$ cat src/rtl/rv32_pkg.sv
// Shared register-file defaults and the packed-port slice helper.
// Latency: n/a (compile-time constants and a pure function only).
// Backpressure: none; nothing in this package holds state.
package rv32_pkg;

  localparam int RV_NREG = 32;
  localparam int RV_AW   = 5;
  localparam int RV_DW   = 32;

  // Low bit of lane k in a bus of equal-width lanes of width w.
  function automatic int pk_lo(input int k, input int w);
    return k * w;
  endfunction

endpackage

$ cat src/rtl/regfile_scoreboard.sv
// Pending-write scoreboard: one busy bit per architectural register.
// Latency: issue/clear/flush take effect on the next rising edge.
// Backpressure: none; every request is accepted in the cycle it is presented.
module regfile_scoreboard
  import rv32_pkg::*;
#(
  parameter int NREG     = RV_NREG,
  parameter int AW       = RV_AW,
  parameter int ZERO_REG = 1
) (
  input  logic            clk,
  input  logic            rst_n,
  input  logic            i_iss_en,
  input  logic [AW-1:0]   i_iss_addr,
  input  logic            i_clr0_en,
  input  logic [AW-1:0]   i_clr0_addr,
  input  logic            i_clr1_en,
  input  logic [AW-1:0]   i_clr1_addr,
  input  logic            i_flush,
  output logic [NREG-1:0] o_busy_vec
);

  logic [NREG-1:0] r_busy;

  // Per-bit update: flush beats everything, issue beats a same-cycle clear.
  always_ff @(posedge clk or negedge rst_n) begin
    if (!rst_n) begin
      r_busy <= '0;
    end else if (i_flush) begin
      r_busy <= '0;
    end else begin
      for (int i = 0; i < NREG; i++) begin
        if (i_iss_en && (i_iss_addr == AW'(i)) && !((ZERO_REG != 0) && (i == 0))) begin
          r_busy[i] <= 1'b1;
        end else if ((i_clr0_en && (i_clr0_addr == AW'(i))) ||
                     (i_clr1_en && (i_clr1_addr == AW'(i)))) begin
          r_busy[i] <= 1'b0;
        end
      end
    end
  end

  assign o_busy_vec = r_busy;

endmodule

$ cat src/rtl/regfile_sb.sv
// Multi-read, dual-write register file with write bypass and pending-write scoreboard.
// Latency: reads are combinational (zero cycles); writes/issue land on the next rising edge.
// Backpressure: none; rd_busy only reports a pending producer, it never stalls the file.
module regfile_sb
  import rv32_pkg::*;
#(
  parameter int NREG     = RV_NREG,
  parameter int AW       = RV_AW,
  parameter int DW       = RV_DW,
  parameter int NRD      = 2,
  parameter int ZERO_REG = 1
) (
  input  logic              clk,
  input  logic              rst_n,
  input  logic [NRD*AW-1:0] rd_addr,
  output logic [NRD*DW-1:0] rd_data,
  output logic [NRD-1:0]    rd_busy,
  input  logic              wr0_en,
  input  logic [AW-1:0]     wr0_addr,
  input  logic [DW-1:0]     wr0_data,
  input  logic              wr1_en,
  input  logic [AW-1:0]     wr1_addr,
  input  logic [DW-1:0]     wr1_data,
  input  logic              iss_en,
  input  logic [AW-1:0]     iss_addr,
  input  logic              flush,
  output logic [NREG-1:0]   busy_vec
);

  logic [DW-1:0]   r_regs [NREG];
  logic [NREG-1:0] w_busy_vec;

  // Storage update: wr1 wins an address collision; register 0 stays zero when hardwired.
  always_ff @(posedge clk or negedge rst_n) begin
    if (!rst_n) begin
      for (int i = 0; i < NREG; i++) begin
        r_regs[i] <= '0;
      end
    end else begin
      for (int i = 0; i < NREG; i++) begin
        if (!((ZERO_REG != 0) && (i == 0))) begin
          if (wr1_en && (wr1_addr == AW'(i))) begin
            r_regs[i] <= wr1_data;
          end else if (wr0_en && (wr0_addr == AW'(i))) begin
            r_regs[i] <= wr0_data;
          end
        end
      end
    end
  end

  regfile_scoreboard #(
    .NREG     (NREG),
    .AW       (AW),
    .ZERO_REG (ZERO_REG)
  ) u_sb (
    .clk         (clk),
    .rst_n       (rst_n),
    .i_iss_en    (iss_en),
    .i_iss_addr  (iss_addr),
    .i_clr0_en   (wr0_en),
    .i_clr0_addr (wr0_addr),
    .i_clr1_en   (wr1_en),
    .i_clr1_addr (wr1_addr),
    .i_flush     (flush),
    .o_busy_vec  (w_busy_vec)
  );

  assign busy_vec = w_busy_vec;

  for (genvar k = 0; k < NRD; k++) begin : g_rd
    localparam int LA = pk_lo(k, AW);
    localparam int LD = pk_lo(k, DW);

    logic [AW-1:0] w_addr;
    logic          w_valid;
    logic          w_hit0;
    logic          w_hit1;
    logic [DW-1:0] w_data;

    assign w_addr  = rd_addr[LA +: AW];
    // Out-of-range and hardwired-zero addresses never see bypass or busy.
    assign w_valid = (int'(w_addr) < NREG) && !((ZERO_REG != 0) && (w_addr == '0));
    assign w_hit1  = wr1_en && (wr1_addr == w_addr);
    assign w_hit0  = wr0_en && (wr0_addr == w_addr);

    // Read mux: wr1 bypass, then wr0 bypass, then stored value.
    always_comb begin
      w_data = '0;
      if (w_valid) begin
        if (w_hit1) begin
          w_data = wr1_data;
        end else if (w_hit0) begin
          w_data = wr0_data;
        end else begin
          w_data = r_regs[w_addr];
        end
      end
    end

    assign rd_data[LD +: DW] = w_data;
    // A producer writing this cycle is no longer pending from the reader's view.
    assign rd_busy[k] = w_valid && w_busy_vec[w_addr] && !w_hit0 && !w_hit1;
  end

endmodule

$ cat config.mk
export PLATFORM = sky130hd
export DESIGN_NAME = regfile_sb
export DESIGN_NICKNAME = d
export VERILOG_FILES = /design/src/rtl/rv32_pkg.sv /design/src/rtl/regfile_scoreboard.sv /design/src/rtl/regfile_sb.sv
export SDC_FILE = /design/constraint.sdc
export NUM_CORES = 2
export LEC_CHECK = 0
export ABC_CLOCK_PERIOD_IN_PS = 3400
export CELL_PAD_IN_SITES_DETAIL_PLACEMENT = 1
export CELL_PAD_IN_SITES_GLOBAL_PLACEMENT = 1
export CORE_MARGIN = 2
export CORE_UTILIZATION = 30
export CTS_BUF_LIST = sky130_fd_sc_hd__clkbuf_8
export DETAILED_ROUTE_END_ITERATION = 10
export PLACE_DENSITY_LB_ADDON = 0.05
export SLEW_MARGIN = 20
export SYNTH_ARGS = -nofsm -noshare
export SYNTH_HDL_FRONTEND = slang
export SYNTH_SLANG_ARGS = --single-unit
$ cat constraint.sdc
create_clock -name clk -period 3.4 [get_ports clk]
set_input_delay 0.68 -clock clk [delete_from_list [all_inputs] [get_ports clk]]
set_output_delay 0.68 -clock clk [all_outputs]
set_load 0.01 [all_outputs]
[Word level (Yosys, flattened, before mapping)]
Index checks and enable logic that the tools add are counted.
Operators by class
  magnitude comparators: 4
  equal/unequal tests: 97
  multiplexer cells: 142
  bitwise logic cells: 2
  reduce and logical (&&, ||, !) cells: 210
Operators with widths (count)
  32-bit two-way mux: 73
  32-bit binary-select mux with 5-bit select: 2
  5-bit == test (second input constant): 48
  5-bit by 4-bit == test with 1-bit output (second input constant): 24
  1-bit logical AND: 105
  3-bit nonzero test: 31
  1-bit two-way mux: 65
  2-bit nonzero test: 32
  5-bit by 3-bit == test with 1-bit output (second input constant): 12
  1-bit logical OR: 32
  5-bit by 2-bit == test with 1-bit output (second input constant): 6
  5-bit == test: 4
  5-bit logical NOT: 4
  5-bit by 1-bit == test with 1-bit output (second input constant): 3
  6-bit greater-or-equal comparator (second input constant): 2
  5-bit by 6-bit < comparator with 1-bit output (second input constant): 2
  5-bit NOT with 6-bit output: 2
  1-bit binary-select mux with 5-bit select: 2
  1-bit logical NOT: 6
Word-level totals
  register bits: 1024

[Longest topological paths before layout]
  depth in word-level cells: 7
  gate-level depth with buffers: 11

[Modules after synthesis]
A second synthesis with hierarchy kept.
Second synthesis, totals
  cell total of the unflattened synthesis: 6906
  area, all modules: 66483.8 um^2
By module, submodules not included
  regfile_sb: times used 1, cells an instance 6726, area each 64750.9 um^2
  regfile_scoreboard: times used 1, cells an instance 180, area each 1732.9 um^2

[Least setup slack after synthesis]
No wires, ideal clock.
  path type: input to output
  from: input rd_addr[0]
  to: output rd_data[23]
  data arrival time: 2.382 ns
  slack: 0.338 ns
  stages: 10
  buffers on the path: 6
  cells stage by stage: buf_6 -> buf_6 -> buf_12 -> buf_12 -> buf_12 -> buf_8 -> mux2i_1 -> a22oi_1 -> a311oi_1 -> o41ai_1
Between the ends
  longest elaborated chain between the ends: 7
RTL lines
  start, declared: line regfile_sb.sv:15  | input logic [NRD*AW-1:0] rd_addr,
  5-bit NOT with 6-bit output (not written as such): line regfile_sb.sv:96  | w_data = r_regs[w_addr];
  32-bit binary-select mux with 5-bit select: line regfile_sb.sv:96
  32-bit two-way mux (not written as such) (2 in a row): line regfile_sb.sv:96
  32-bit two-way mux: line regfile_sb.sv:93  | end else if (w_hit0) begin
  32-bit two-way mux: line regfile_sb.sv:91  | if (w_hit1) begin
  32-bit two-way mux (*): line regfile_sb.sv:90  | if (w_valid) begin
  end, declared: line regfile_sb.sv:16  | output logic [NRD*DW-1:0] rd_data,
Mark *: on every way between the ends. The rest lies on a longest branch, timed or not. The select of a mux whose other input is x is not followed.

[Worst setup path in the final report]
  from: register r_regs[781] (netlist name)
  to: output rd_data[13]
Between the ends
  longest elaborated chain between the ends: 6
RTL lines
  start, declared: line regfile_sb.sv:30  | logic [DW-1:0] r_regs [NREG];
  start signal, assigned by index: line regfile_sb.sv:43  | r_regs[i] <= wr1_data;
  start signal, assigned by index: line regfile_sb.sv:45  | r_regs[i] <= wr0_data;
  32-bit binary-select mux with 5-bit select: line regfile_sb.sv:96
  32-bit two-way mux (not written as such) (2 in a row): line regfile_sb.sv:96
  32-bit two-way mux: line regfile_sb.sv:93
  32-bit two-way mux: line regfile_sb.sv:91
  32-bit two-way mux: line regfile_sb.sv:90
Every way passes these cells. The select of a mux whose other input is x is not followed.

==> summary.md <==
| Metric | Value |
|---|---|
| Outcome | `finished with violations` |
| Failing checks | `negative setup slack` |
| Chip Height | `473 um` |
| # port buffers | `191` |
| Hold Path Class | `in2async` |
| Clk root buf | `clkbuf_8` |
| Final Cell Area | `0.0852 mm2` |
| Worst R2R End | `r_regs[781]` |
| Number of distinct library cells after synthesis | `50` |
| Ports | `approximately 190` |
| TNS Setup | `-7.97 ns` |
| Logic gate share of total power | `0.293` |
| Site Rows | `approximately 170` |
| Post-Place Cell Area | `0.0768 mm2` |
| Skew final | `0 ns` |
| Grt total ovfl | `0` |
| Area grow syn2layout | `28.9%` |
| Slowest-stage cell, CP | `mux4_2` |
| Yosys reg bits | `1023` |
| Seq/Total Area, Yosys | `0.387` |
| Adder-Cell Fraction of Synth Area | `0` |
| Worst slew pin tran | `between 0.9 and 1 ns` |
| Most common flop cell mapped by yosys | `dfrtp_1` |
| Die Area | `0.224 mm2` |
| Critical path destination | `rd_data[13]` |
| Final Hold Vio Count | `0` |
| Number of global-route vias before repair | `63300` |
| Synth area leaders | `dfrtp_1 (39%), mux2i_1 (25%), mux4_2 (4.8%), a21oi_1 (4.0%), nor2_1 (3.3%)` |
| Syn Area/Cell | `9.60 um2` |
| Placed Instances | `9907` |
| RR Startpoint | `r_regs[781]` |
| Combinational family with the most area after synthesis | `multiplexers` |
| Async S/R FF share, synth | `1.00` |
| Clock sink total | `around 1000` |
| Critical Path AT | `roughly 3.0 ns` |
| Max-slew violations | `0` |
| Commonest non-fill, non-tap cells in the layout | `mux2i_1 (1638), dfrtp_1 (1018), buf_4 (646)` |
| FILL cells | `approximately 24000` |
| Compound-Gate Fraction of Synth Area | `0.146` |
| Max VDD drop | `0.389 mV` |
| Crit. Startpoint | `r_regs[781]` |
| Number of standard cells in the final layout excluding fillers | `about 10000` |
| Worst-Skew Late Latency | `1.02 ns` |
| Sequential power share | `0.407` |
| Rel. slew slack | `0.382` |
| CTS buffer count | `approximately 210` |
| Layout cells sized above 1 | `0.257` |
| Post-synth top area share | `0.387` |
| Synth Instances | `6889` |
| CP max FO | `2` |
| Die X | `473 um` |
| P_leak | `38.9 nW` |
| P_sw | `0.0157 W` |
| Cells along the critical path | `buf_6, mux4_2, nor2b_4, nor3_4, a311oi_4, buf_6, o41ai_4, buf_6` |
| Initial Utilization | `0.302` |
| H-Tree Depth | `4` |
| Drt total wl | `370000 um` |
| Crit-path max cell delay | `0.48 ns` |
| DRT antenna net count | `0` |
| Sw frac | `0.354` |
| CTS Buffer Depth | `3` |
| Final setup violation count | `65` |
| Sequential standard cell area | `0.0256 mm2` |
| Kind of critical path | `reg2out` |
| Synth area leader | `dfrtp_1` |
| FF-to-FF path depth | `4` |
| Max_cap viols | `0` |
| WL met1 | `159000 um` |
| Critical path launch point type | `register` |
| Power per cell area | `around 520 mW/mm2` |
| CP required | `2.72 ns` |
| Clock power frac | `0.300` |
| Most used cell, CP | `buf_6` |
| Final nets | `between 7000 and 8000` |
| Max Clk Rate | `0.269 GHz` |
| WL met2 | `170000 um` |
| Initial antenna violation count | `10` |
| RSZ-0062 raised after global routing | `yes` |
| XOR/XNOR Fraction of Synth Area | `0.00265` |
| Via count | `60700` |
| Post-route DRC violation count | `0` |
| GPL Wtd Cong | `a little under 0.9` |
| Most common cell after layout, fill and taps aside | `mux2i_1` |
| Number of enable flip-flop cells after synthesis | `0` |
| Reg clk slew, reported paths | `0.06 ns` |
| Worst Setup End Kind | `primary output` |
| Vias/cell | `just under 6` |
| First-pass GRT wire length | `516000 um` |
| Multiplexer share of the synthesized area | `0.308` |
| Setup slack after layout | `-0.321 ns` |
| Iter 0 DRT Violations | `4822` |
| Mapped Area | `0.0661 mm2` |
| Top layer in use | `met4` |
| Total global-route track usage | `0.324` |
| Routed length on met3 | `18500 um` |
| Yosys Warn Count | `32` |
| CTS tree | `yes` |
| Final period util | `1.09` |
| Avg WL per Cell | `35.6 um` |
| Largest net degree at the start of global routing | `119` |
| FF-to-FF setup slack | `2.42 ns` |
| Period minus WS final | `3.72 ns` |
| Post-Synth Simple-Gate Area | `0.0979` |
| Multi-input gate area | `about 0.040 mm2` |
| Core Footprint | `~0.22 mm2` |
| Int Pwr | `0.0286 W` |
| DP Wirelength | `241000 um` |
| Syn Nets | `6984` |
| DR pass1 iterations | `5` |
| Total power draw | `approximately 0.044 W` |
[cells in the mapped netlist (all sizes together), types with 12 or more instances]
cell type     n
a21oi       529
a221oi       65
a22oi        77
a311oi       64
a32oi        79
buf         315
clkbuf      545
dfrtp      1023
mux2         65
mux2i      1641
mux4        142
nand2       539
nand2b       84
nor2        581
nor2b        74
nor3        199
o21ai       480
o22ai       258
o41ai        62
xor2         12
[per-layer routing]
metal	GRT usage	up-vias
li1	-	26100
met1	0.421	31900
met2	0.522	2054
met3	0.0455	674
met4	0.168	0
met5	0	-
[stage by stage]
| stage | hold WS, ns | util | setup WS (ns) |
|---|---|---|---|
| CTS | 0.126 | 0.384 | -0.424 |
| finish | 0.228 | 0.389 | -0.321 |
| floorplan | 0.384 | - | 0.338 |
| global placement | 0.555 | 0.350 | -1.07 |
| global route | 0.208 | 0.389 | -0.405 |
| detailed placement | 0.573 | 0.350 | -1.08 |
[how the worst min path moves through the flow]
| stage | startpoint | endpoint | slack (ns) | cells after the start |
|---|---|---|---|---|
| after floorplan | rst_n | r_regs[0] | 0.38 | 0 |
| after global placement | r_regs[866] | r_regs[866] | 0.55 | 2 |
| after detailed placement | r_regs[866] | r_regs[866] | 0.57 | 2 |
| after CTS | rst_n | r_regs[387] | 0.13 | 2 |
| after global routing | rst_n | r_regs[387] | 0.21 | 2 |
| final | rst_n | r_regs[301] | 0.23 | 2 |
[flip-flops by register name, indices dropped and copies added, names as in the netlist]
| name | flops |
|---|---|
| u_sb.o_busy_vec | 31 |
| r_regs | 992 |
[layout make-up]
cell class / instances / area share
Clock inverter: 104 / 0.00524
Sequential cell: 1023 / 0.301
Timing Repair Buffer: 1109 / 0.136
Tap cell: 2871 / 0.0422
Inverter: 2 / 0.0000881
Multi-Input combinational cell: 5004 / 0.473
Clock buffer: 267 / 0.0431
Antenna cell: 9 / 0.000264
[worst max-delay path, delay by kind of cell, from the launching register on]
kind,cells,cell delay (ns)
AOI/OAI and AO/OA,2,0.47
muxes,1,0.48
DFF,1,0.39
buffers and inverters,3,0.48
and+or+nand+nor,2,0.21
[cells by family after synthesis]
logic type | after synthesis
DFF | 1023
xor gates and xnor gates | 20
and+or+nand+nor | 1514
buffers and inverters | 862
muxes | 1848
other | 1
AOI/OAI and AO/OA | 1621
[what timing repair did]
action	CTS	global route
cloned	7	5
endpoints found under the hold margin	252	0
setup buffers	87	36
setup endpoints to repair	66	66
hold buffers	1	0
gates resized for setup	746	114
pin swaps	165	42
[power by group through the flow]
stage               Sequential [W]  Combinational [W]  Clock, W
global placement            0.0180             0.0117         0
detailed placement          0.0181             0.0119         0
CTS                         0.0179             0.0127    0.0136
global route                0.0184             0.0140    0.0141
finish                      0.0180             0.0130    0.0133
floorplan                   0.0172            0.00757         0
No activity file was read; power rests on OpenSTA's default activity.
